## src/rtl/light_pen_frontend_pkg.sv

```systemverilog
// Shared state codes, default parameters and one-hot helpers for the light-pen front end.
// The optional statistics counters in the top level are enabled with LPEN_STATS_EN.
package light_pen_frontend_pkg;

  typedef enum logic [1:0] {
    LPEN_IDLE = 2'd0,
    LPEN_CAND = 2'd1,
    LPEN_ARM  = 2'd2,
    LPEN_LOCK = 2'd3
  } lpen_state_t;

  localparam int SYNC_STAGES_DEF    = 2;
  localparam int FILTER_LEN_DEF     = 4;
  localparam int LAT_CYC_DEF        = 3;
  localparam int CONFIRM_FRAMES_DEF = 2;

  function automatic logic is_onehot(input logic [7:0] v);
    return (v != 8'd0) && ((v & (v - 8'd1)) == 8'd0);
  endfunction

  function automatic logic [2:0] onehot_enc(input logic [7:0] v);
    logic [2:0] e;
    e = '0;
    for (int i = 0; i < 8; i++) begin
      if (v[i]) e = 3'(i);
    end
    return e;
  endfunction

endpackage

```

## src/rtl/light_pen_frontend_glitch_filter.sv

```systemverilog
// Synchronises the raw pen detector and only follows it after FILTER_LEN identical samples.
// Emits a one-cycle rise pulse and a one-cycle pulse for every rejected short excursion.
module light_pen_frontend_glitch_filter #(
  parameter int SYNC_STAGES = 2,
  parameter int FILTER_LEN  = 4
) (
  input  logic clk,
  input  logic rst_n,
  input  logic pen_in,
  output logic pen_level,
  output logic rise,
  output logic glitch
);

  logic [SYNC_STAGES-1:0] sync_q;
  logic [3:0]             run_cnt;
  logic                   pen_s;

  assign pen_s = sync_q[SYNC_STAGES-1];

  always_ff @(posedge clk or negedge rst_n) begin
    if (!rst_n) begin
      sync_q    <= '0;
      run_cnt   <= '0;
      pen_level <= 1'b0;
      rise      <= 1'b0;
      glitch    <= 1'b0;
    end else begin
      sync_q <= {sync_q[SYNC_STAGES-2:0], pen_in};
      rise   <= 1'b0;
      glitch <= 1'b0;
      if (pen_s != pen_level) begin
        if (run_cnt == 4'(FILTER_LEN - 1)) begin
          pen_level <= pen_s;
          run_cnt   <= '0;
          rise      <= pen_s;
        end else begin
          run_cnt <= run_cnt + 4'd1;
        end
      end else begin
        // A run that ended before reaching FILTER_LEN was a rejected glitch.
        run_cnt <= '0;
        glitch  <= (run_cnt != 4'd0);
      end
    end
  end

endmodule

```

## src/rtl/light_pen_frontend.sv

```systemverilog
// Light-pen front end: filters the pen, matches its edges to a delayed scan address,
// confirms a pixel over frames and fires a one-cycle we. LPEN_STATS_EN adds hit/glitch counters.
module light_pen_frontend
  import light_pen_frontend_pkg::*;
#(
  parameter int SYNC_STAGES    = SYNC_STAGES_DEF,
  parameter int FILTER_LEN     = FILTER_LEN_DEF,
  parameter int LAT_CYC        = LAT_CYC_DEF,
  parameter int CONFIRM_FRAMES = CONFIRM_FRAMES_DEF
) (
  input  logic       clk,
  input  logic       rst_n,
  input  logic       pen_in,
  input  logic       pen_en,
  input  logic [7:0] led_row,
  input  logic [7:0] led_col,
  output logic       we,
  output logic [2:0] hit_row,
  output logic [2:0] hit_col,
  output logic       hit_valid,
  output logic       pen_level,
  output logic [1:0] fsm_state
`ifdef LPEN_STATS_EN
  ,
  output logic [15:0] hit_cnt,
  output logic [15:0] glitch_cnt
`endif
);

  localparam int       D   = SYNC_STAGES + FILTER_LEN + LAT_CYC;
  localparam logic [2:0] CF = 3'(CONFIRM_FRAMES);

  logic             rise, glitch;
  logic             addr_ok, frame_tick;
  logic [5:0]       addr, last_addr_q, daddr;
  logic             dok;
  logic [D-1:0][6:0] dl_q;

  lpen_state_t state_q, state_d;
  logic [5:0]  cand_q, cand_d;
  logic [2:0]  cnt_q, cnt_d, cnt_inc;
  logic        hit_q, hit_d, we_q, we_d;
  logic [2:0]  hit_row_d, hit_col_d;
  logic        pen_hit, at_cand, other, hit_eff;

  light_pen_frontend_glitch_filter #(
    .SYNC_STAGES(SYNC_STAGES),
    .FILTER_LEN (FILTER_LEN)
  ) u_filter (
    .clk      (clk),
    .rst_n    (rst_n),
    .pen_in   (pen_in),
    .pen_level(pen_level),
    .rise     (rise),
    .glitch   (glitch)
  );

  assign addr_ok    = is_onehot(led_row) && is_onehot(led_col);
  assign addr       = {onehot_enc(led_row), onehot_enc(led_col)};
  // last_addr_q only follows valid addresses so blanking never fakes a frame start.
  assign frame_tick = addr_ok && (addr == 6'd0) && (last_addr_q != 6'd0);
  assign daddr      = dl_q[D-1][5:0];
  assign dok        = dl_q[D-1][6];

  assign pen_hit = rise && dok;
  assign at_cand = pen_hit && (daddr == cand_q);
  assign other   = pen_hit && (daddr != cand_q);
  assign hit_eff = hit_q || at_cand;
  assign cnt_inc = (cnt_q >= CF) ? cnt_q : cnt_q + 3'd1;

  always_ff @(posedge clk or negedge rst_n) begin
    if (!rst_n) begin
      dl_q        <= '0;
      last_addr_q <= '0;
    end else begin
      dl_q <= {dl_q[D-2:0], {addr_ok, addr}};
      if (addr_ok) last_addr_q <= addr;
    end
  end

  always_comb begin
    state_d   = state_q;
    cand_d    = cand_q;
    cnt_d     = cnt_q;
    hit_d     = hit_q;
    we_d      = 1'b0;
    hit_row_d = hit_row;
    hit_col_d = hit_col;
    if (!pen_en) begin
      state_d = LPEN_IDLE;
      cnt_d   = '0;
      hit_d   = 1'b0;
    end else begin
      // hit_q means "current frame already hit cand"; a rise coinciding with
      // frame_tick belongs to the frame that is ending.
      case (state_q)
        LPEN_IDLE: begin
          if (pen_hit) begin
            state_d = LPEN_CAND;
            cand_d  = daddr;
            cnt_d   = 3'd1;
            hit_d   = !frame_tick;
          end
        end
        LPEN_CAND: begin
          if (other) begin
            cand_d = daddr;
            cnt_d  = 3'd1;
            hit_d  = !frame_tick;
          end else begin
            if (at_cand && !hit_q) cnt_d = cnt_inc;
            if (frame_tick) begin
              hit_d = 1'b0;
              if (!hit_eff) begin
                state_d = LPEN_IDLE;
                cnt_d   = '0;
              end
            end else if (at_cand) begin
              hit_d = 1'b1;
            end
          end
        end
        LPEN_ARM: begin
          if (addr_ok && (addr == cand_q)) begin
            we_d      = 1'b1;
            hit_row_d = cand_q[5:3];
            hit_col_d = cand_q[2:0];
            state_d   = LPEN_LOCK;
            hit_d     = 1'b0;
            cnt_d     = '0;
          end
        end
        LPEN_LOCK: begin
          if (other) begin
            state_d = LPEN_CAND;
            cand_d  = daddr;
            cnt_d   = 3'd1;
            hit_d   = !frame_tick;
          end else if (frame_tick) begin
            hit_d = 1'b0;
            if (!hit_eff) state_d = LPEN_IDLE;
          end else if (at_cand) begin
            hit_d = 1'b1;
          end
        end
        default: state_d = LPEN_IDLE;
      endcase
      if ((state_d == LPEN_CAND) && (cnt_d == CF)) begin
        state_d = LPEN_ARM;
        hit_d   = 1'b0;
      end
    end
  end

  always_ff @(posedge clk or negedge rst_n) begin
    if (!rst_n) begin
      state_q <= LPEN_IDLE;
      cand_q  <= '0;
      cnt_q   <= '0;
      hit_q   <= 1'b0;
      we_q    <= 1'b0;
      hit_row <= '0;
      hit_col <= '0;
    end else begin
      state_q <= state_d;
      cand_q  <= cand_d;
      cnt_q   <= cnt_d;
      hit_q   <= hit_d;
      we_q    <= we_d;
      hit_row <= hit_row_d;
      hit_col <= hit_col_d;
    end
  end

  assign we        = we_q && pen_en;
  assign hit_valid = (state_q == LPEN_LOCK);
  assign fsm_state = state_q;

`ifdef LPEN_STATS_EN
  always_ff @(posedge clk or negedge rst_n) begin
    if (!rst_n) begin
      hit_cnt    <= '0;
      glitch_cnt <= '0;
    end else begin
      if (we && (hit_cnt != 16'hffff)) hit_cnt <= hit_cnt + 16'd1;
      if (glitch && (glitch_cnt != 16'hffff)) glitch_cnt <= glitch_cnt + 16'd1;
    end
  end
`else
  logic glitch_unused;
  assign glitch_unused = glitch;
`endif

endmodule

```

## config.mk

```make
export PLATFORM = sky130hd
export DESIGN_NAME = light_pen_frontend
export DESIGN_NICKNAME = d
export VERILOG_FILES = /design/src/rtl/light_pen_frontend_pkg.sv /design/src/rtl/light_pen_frontend_glitch_filter.sv /design/src/rtl/light_pen_frontend.sv
export SDC_FILE = /design/constraint.sdc
export NUM_CORES = 1
export LEC_CHECK = 0
export BUFFER_PORTS_ARGS = -buffer_cell sky130_fd_sc_hd__buf_2
export CAP_MARGIN = 20
export CORE_MARGIN = 2
export CORE_UTILIZATION = 41
export CTS_CLUSTER_SIZE = 20
export DETAILED_ROUTE_END_ITERATION = 8
export SLEW_MARGIN = 30
export SYNTH_ARGS = -nofsm -noshare
export SYNTH_HDL_FRONTEND = slang
export SYNTH_HIERARCHICAL = 1
export SYNTH_SLANG_ARGS = --single-unit
```

## constraint.sdc

```tcl
create_clock -name clk -period 2.5 [get_ports clk]
set_input_delay 0.5 -clock clk [delete_from_list [all_inputs] [get_ports clk]]
set_output_delay 0.5 -clock clk [all_outputs]
set_load 0.03 [all_outputs]
```

# Yosys cells after proc, flatten, opt, wreduce, memory -nomap -nowiden
# Index checks and enable logic that the tools add are counted.
# classes
addsub,4
n_lt_le_gt_ge,1
n_eq_ne,15
muxes,53
bitwise_logic,2
n_reduce_logical,28
# ops
cell,n
two-way mux 3 bit,22
two-way mux 2 bit,9
bitwise AND 8 bit,2
zero test 8 bit,2
nonzero test 8 bit,2
subtractor 8 x 1 -> 8 bit (second input constant),2
two-way mux 1 bit,14
== test 6 bit,2
logical AND 1 bit,12
two-way mux 6 bit,2
one-hot mux 3 bit (4 select lines),1
one-hot mux 6 bit (2 select lines),1
two-way mux 4 bit,2
!= test 4 bit (second input constant),2
one-hot mux 2 bit (4 select lines),1
zero test 6 bit,1
!= test 6 x 2 -> 1 bit (second input constant),1
!= test 6 bit,1
AND reduction 3 bit,2
nonzero test 6 bit,1
adder 4 x 1 -> 4 bit (second input constant),1
== test 2 x 1 -> 1 bit (second input constant),2
== test 2 bit (second input constant),2
== test 4 x 2 -> 1 bit (second input constant),1
14 further kinds,15
# word_totals
register_bits,96
in_bits,20

# Depth between registers and ports, before layout
# logic_depth
word_depth,18
ltp_mapped,8
mapped_depth_nobuf,7

# By module
# Netlist, hierarchy kept.
# by_module_without_submodules
mod,n_inst,cells_per_inst,area_per_inst_um2,seq_area_each_um2
light_pen_frontend,1,237,3265.6,2202.1
light_pen_frontend_glitch_filter,1,27,367.9,225.2

# Worst setup path before layout
# Ideal clock, no wire load.
# synth_timing
path_type,input -> register
start,input led_col[0]
end,register cnt_q[0]
t_arrival_ns,1.947
required_ns,2.369
slack_ns,0.422
path_stages,8
path_buffers,1
path_cell_list,maj3_1 -> o21ai_0 -> o211a_1 -> nand2_1 -> and4b_1 -> buf_2 -> nor3_1 -> or3_1
# synth_via
elab_chain_len,12
word_cells_on_any_way,15
cone_classes,add/sub: 1; mux: 6; bitwise: 1; reduce/logical: 7
# synth_lines
item,line_no,source
start: declaration,light_pen_frontend.sv:16,"input logic [7:0] led_col,"
subtractor 8 x 1 -> 8 bit,light_pen_frontend_pkg.sv:18,return (v != 8'd0) && ((v & (v - 8'd1)) == 8'd0);
bitwise AND 8 bit,light_pen_frontend_pkg.sv:18,
zero test 8 bit,light_pen_frontend_pkg.sv:18,
logical AND 1 bit (*),light_pen_frontend_pkg.sv:18,
logical AND 1 bit (*),light_pen_frontend.sv:58,assign addr_ok = is_onehot(led_row) && is_onehot(led_col);
logical AND 1 bit (2 in a row),light_pen_frontend.sv:61,assign frame_tick = addr_ok && (addr == 6'd0) && (last_addr_q != 6'd0);
two-way mux 3 bit,light_pen_frontend.sv:112,if (frame_tick) begin
two-way mux 3 bit,light_pen_frontend.sv:106,if (other) begin
one-hot mux 3 bit (4 select lines) (*),light_pen_frontend.sv:96,case (state_q)
two-way mux 3 bit (*) (2 in a row),light_pen_frontend.sv:89,if (!pen_en) begin
named net cnt_d[0],light_pen_frontend.sv:41,"logic [2:0] cnt_q, cnt_d, cnt_inc;"
end signal: assignment,light_pen_frontend.sv:167,cnt_q <= cnt_d;
end: declaration,light_pen_frontend.sv:41,
# The timed path passes the listed nets; every way through them passes the cells marked *. The select of a mux whose other input is x is not followed.
# A chain may end at the register's enable or synchronous reset.

# Worst setup path in the final report
# layout_timing
start,register cnt_q[0]
end,"register state_q[0], in the netlist fsm_state[0]"
# layout_via
elab_chain_len,12
word_cells_on_any_way,16
cone_classes,add/sub: 1; order compare: 1; eq/ne: 1; mux: 12; reduce/logical: 1
# layout_lines
item,line_no,source
adder 3 x 1 -> 3 bit or greater-or-equal comparator 3 x 2 -> 1 bit (tied branches),light_pen_frontend.sv:69,assign cnt_inc = (cnt_q >= CF) ? cnt_q : cnt_q + 3'd1;
two-way mux 3 bit,light_pen_frontend.sv:69,
two-way mux 3 bit,light_pen_frontend.sv:111,if (at_cand && !hit_q) cnt_d = cnt_inc;
two-way mux 3 bit,light_pen_frontend.sv:114,if (!hit_eff) begin
two-way mux 3 bit,light_pen_frontend.sv:112,
two-way mux 3 bit,light_pen_frontend.sv:106,
one-hot mux 3 bit (4 select lines) (*),light_pen_frontend.sv:96,
two-way mux 3 bit (*),light_pen_frontend.sv:89,
== test 3 x 2 -> 1 bit (*),light_pen_frontend.sv:148,if ((state_d == LPEN_CAND) && (cnt_d == CF)) begin
logical AND 1 bit (*),light_pen_frontend.sv:148,
two-way mux 2 bit (*),light_pen_frontend.sv:148,
two-way mux 2 bit (*),light_pen_frontend.sv:89,
named net state_d[0],light_pen_frontend.sv:39,"lpen_state_t state_q, state_d;"
end signal: assignment,light_pen_frontend.sv:165,state_q <= state_d;
end: declaration,light_pen_frontend.sv:39,
# Marks and branches as above.

==> metrics.yaml <==
status: "complete, no violations"
nNetsFinal: 336
final_layout_size_suffix_gt1_frac: 0.284
period_needed_ns: 2.08
path_max_fanout: 5
synth.cell_area_um2: 3600
reg2reg_slack_ns: 0.42
yosysWarnings: 6
r2r-end: "fsm_state[0]"
grt_pass1_wl_um: 10000
clock_latency_ns: 0.37
rsz0062_at_grt: "no"
clkSlewWorstSetupHoldPaths_ns: 0.09
power_density_nw_per_um2: 697
timing.rr.start: "cnt_q[0]"
fp.dieW_um: 97.7
crit_type: "flop to flop"
die_area_um2: 9550
holdWs_ns: 0.0799
antenna_found_initial: 0
numCtsBuffers: 9
dpl.hpwl_um: 4160
syn_avg_cell_area_um2: 13.7
die_y_um: 97.7
cts_buffer_depth: 2
gp_congestion: 0.833
critPathSlowestCell: "or4_1"
r2r.worst_path.cells: 6
required_ns: 2.75
diodes: 0
period_share: 0.834
drv_cap: 0
via_per_inst: 5.00
slew_headroom: 0.670
end_kind: "flop"
crit_chain: "inv_1 > ha_1 > or4_1 > o22ai_1 > mux2i_1 > o211a_1"
io_pins: 31
fin_setup_tns_ns: 0
wirelength_um: 5910
hold_viol_final: 0
critPathMaxStageDelay_ns: 0.49
area_growth_syn_to_layout_pct: 16.2
leakage_nw: 1.89
grt-ovfl-total: 0
fin_worst_skew_ns: 0.00908
drtPass1Iterations: 4
row_count: 34
antenna_left: 0
drt_iter0_markers: 113
cp.arrival_ns: 2.34
ctsHoldBuffers: 0
num_vias: 2126
max_freq_ghz: 0.480
peakVddDrop_v: 0.000298
cts_tree: "done"
start_util: 0.417
finalMaxSlewViolations: 0
wl_per_cell_um: 13.9
coreArea_um2: 8640
grt_max_degree: 63
grt_pass1_vias: 1996
netlist_instances: 262
cts-resized-gates: 0
cts-root-buf: "clkbuf_8"
portBuffers: 30
drc: 0
setup_viol: 0
synth_fp_nets: 286
htree_levels: 3
worstSetupStartpointType: "flop"
min_path_type: "primary input to async pin"
grt_use_total: 0.138
postCtsSetupRepairBufs: 0
tightest_slew_ns: 0.489
cts.sink_count: 96
critical path, delay by kind of cell (launching register included):
kind	cells	cell delay [ns]
AOI/OAI and AO/OA	2	0.50
and+or+nand+nor	1	0.49
DFF	1	0.46
adders and majority gates	1	0.31
muxes	1	0.12
buffers and inverters	1	0.10
cell type report:
cell class,count,area (um^2)
fillers,758,4450
clock buffers,11,151
flip-flops and latches,96,2400
clock inverters,5,60.1
well taps,108,135
repair buffers,42,255
inverters,12,45.0
multi-input cells,151,1140
cells in the final DEF, fill, tap and decap left out, drive strengths merged, types with 3 or more instances in the layout:
master / count
xnor2: 7
mux2: 13
xor2: 7
nor3: 5
o211a: 3
clkbuf: 11
nor4: 9
a21oi: 9
nor4b: 4
inv: 14
buf: 42
nand2: 21
o31ai: 4
a211oi: 5
a21o: 3
nand3: 5
nor2: 13
o21ai: 7
dfrtp: 96
nand4: 3
ha: 4
per-layer routing:
| layer | track usage | vias to the layer above | routed length (um) |
|---|---|---|---|
| met5 | 0 | - | 0 |
| met4 | 0.0769 | 0 | 193 |
| met2 | 0.185 | 57 | 2500 |
| met1 | 0.198 | 1031 | 2950 |
| met3 | 0.0439 | 13 | 268 |
| li1 | - | 1025 | - |
worst max-delay path by stage:
stage / start / endpoint / slack (ns) / cells past startpoint
after CTS: cnt_q[0] / fsm_state[0] / 0.44 / 6
after global placement: led_row[6] / hit_row[2] / 0.11 / 9
final: cnt_q[0] / fsm_state[0] / 0.42 / 6
after detailed placement: led_row[6] / hit_col[1] / 0.06 / 9
after floorplan: led_col[0] / cnt_q[0] / 0.42 / 8
after global routing: cnt_q[0] / hit_q / 0.26 / 6
through the flow:
stage | std cells | instance area, um^2 | power (mW) | util | worst slack (ns)
final | 425 | 4190 | 2.92 | 0.485 | 0.415
after CTS | 425 | 4190 | 2.97 | 0.485 | 0.440
after global placement | 409 | 3970 | 1.90 | 0.460 | 0.108
after floorplan | 262 | 3600 | 1.79 | - | 0.422
after detailed placement | 409 | 3970 | 1.90 | 0.460 | 0.0579
after global routing | 425 | 4190 | 3.07 | 0.485 | 0.263
report_power, final:
part	leakage, nW	internal, mW	switching (mW)
Combinational	0.671	0.0795	0.128
Sequential	1.11	1.62	0.0370
Clock	0.106	0.522	0.528
Total	1.89	2.22	0.693
state kept, by name, summed over array words and instances (netlist names):
register,cells
u_filter/sync_q,2
u_filter/run_cnt,4
fsm_state,2
hit_row,3
daddr,6
u_filter/pen_level,1
hit_col,3
cnt_q,3
dl_q,57
cand_q,6
we_q,1
hit_q,1
last_addr_q,6
u_filter/rise,1
(Power assumes the default switching activity.)
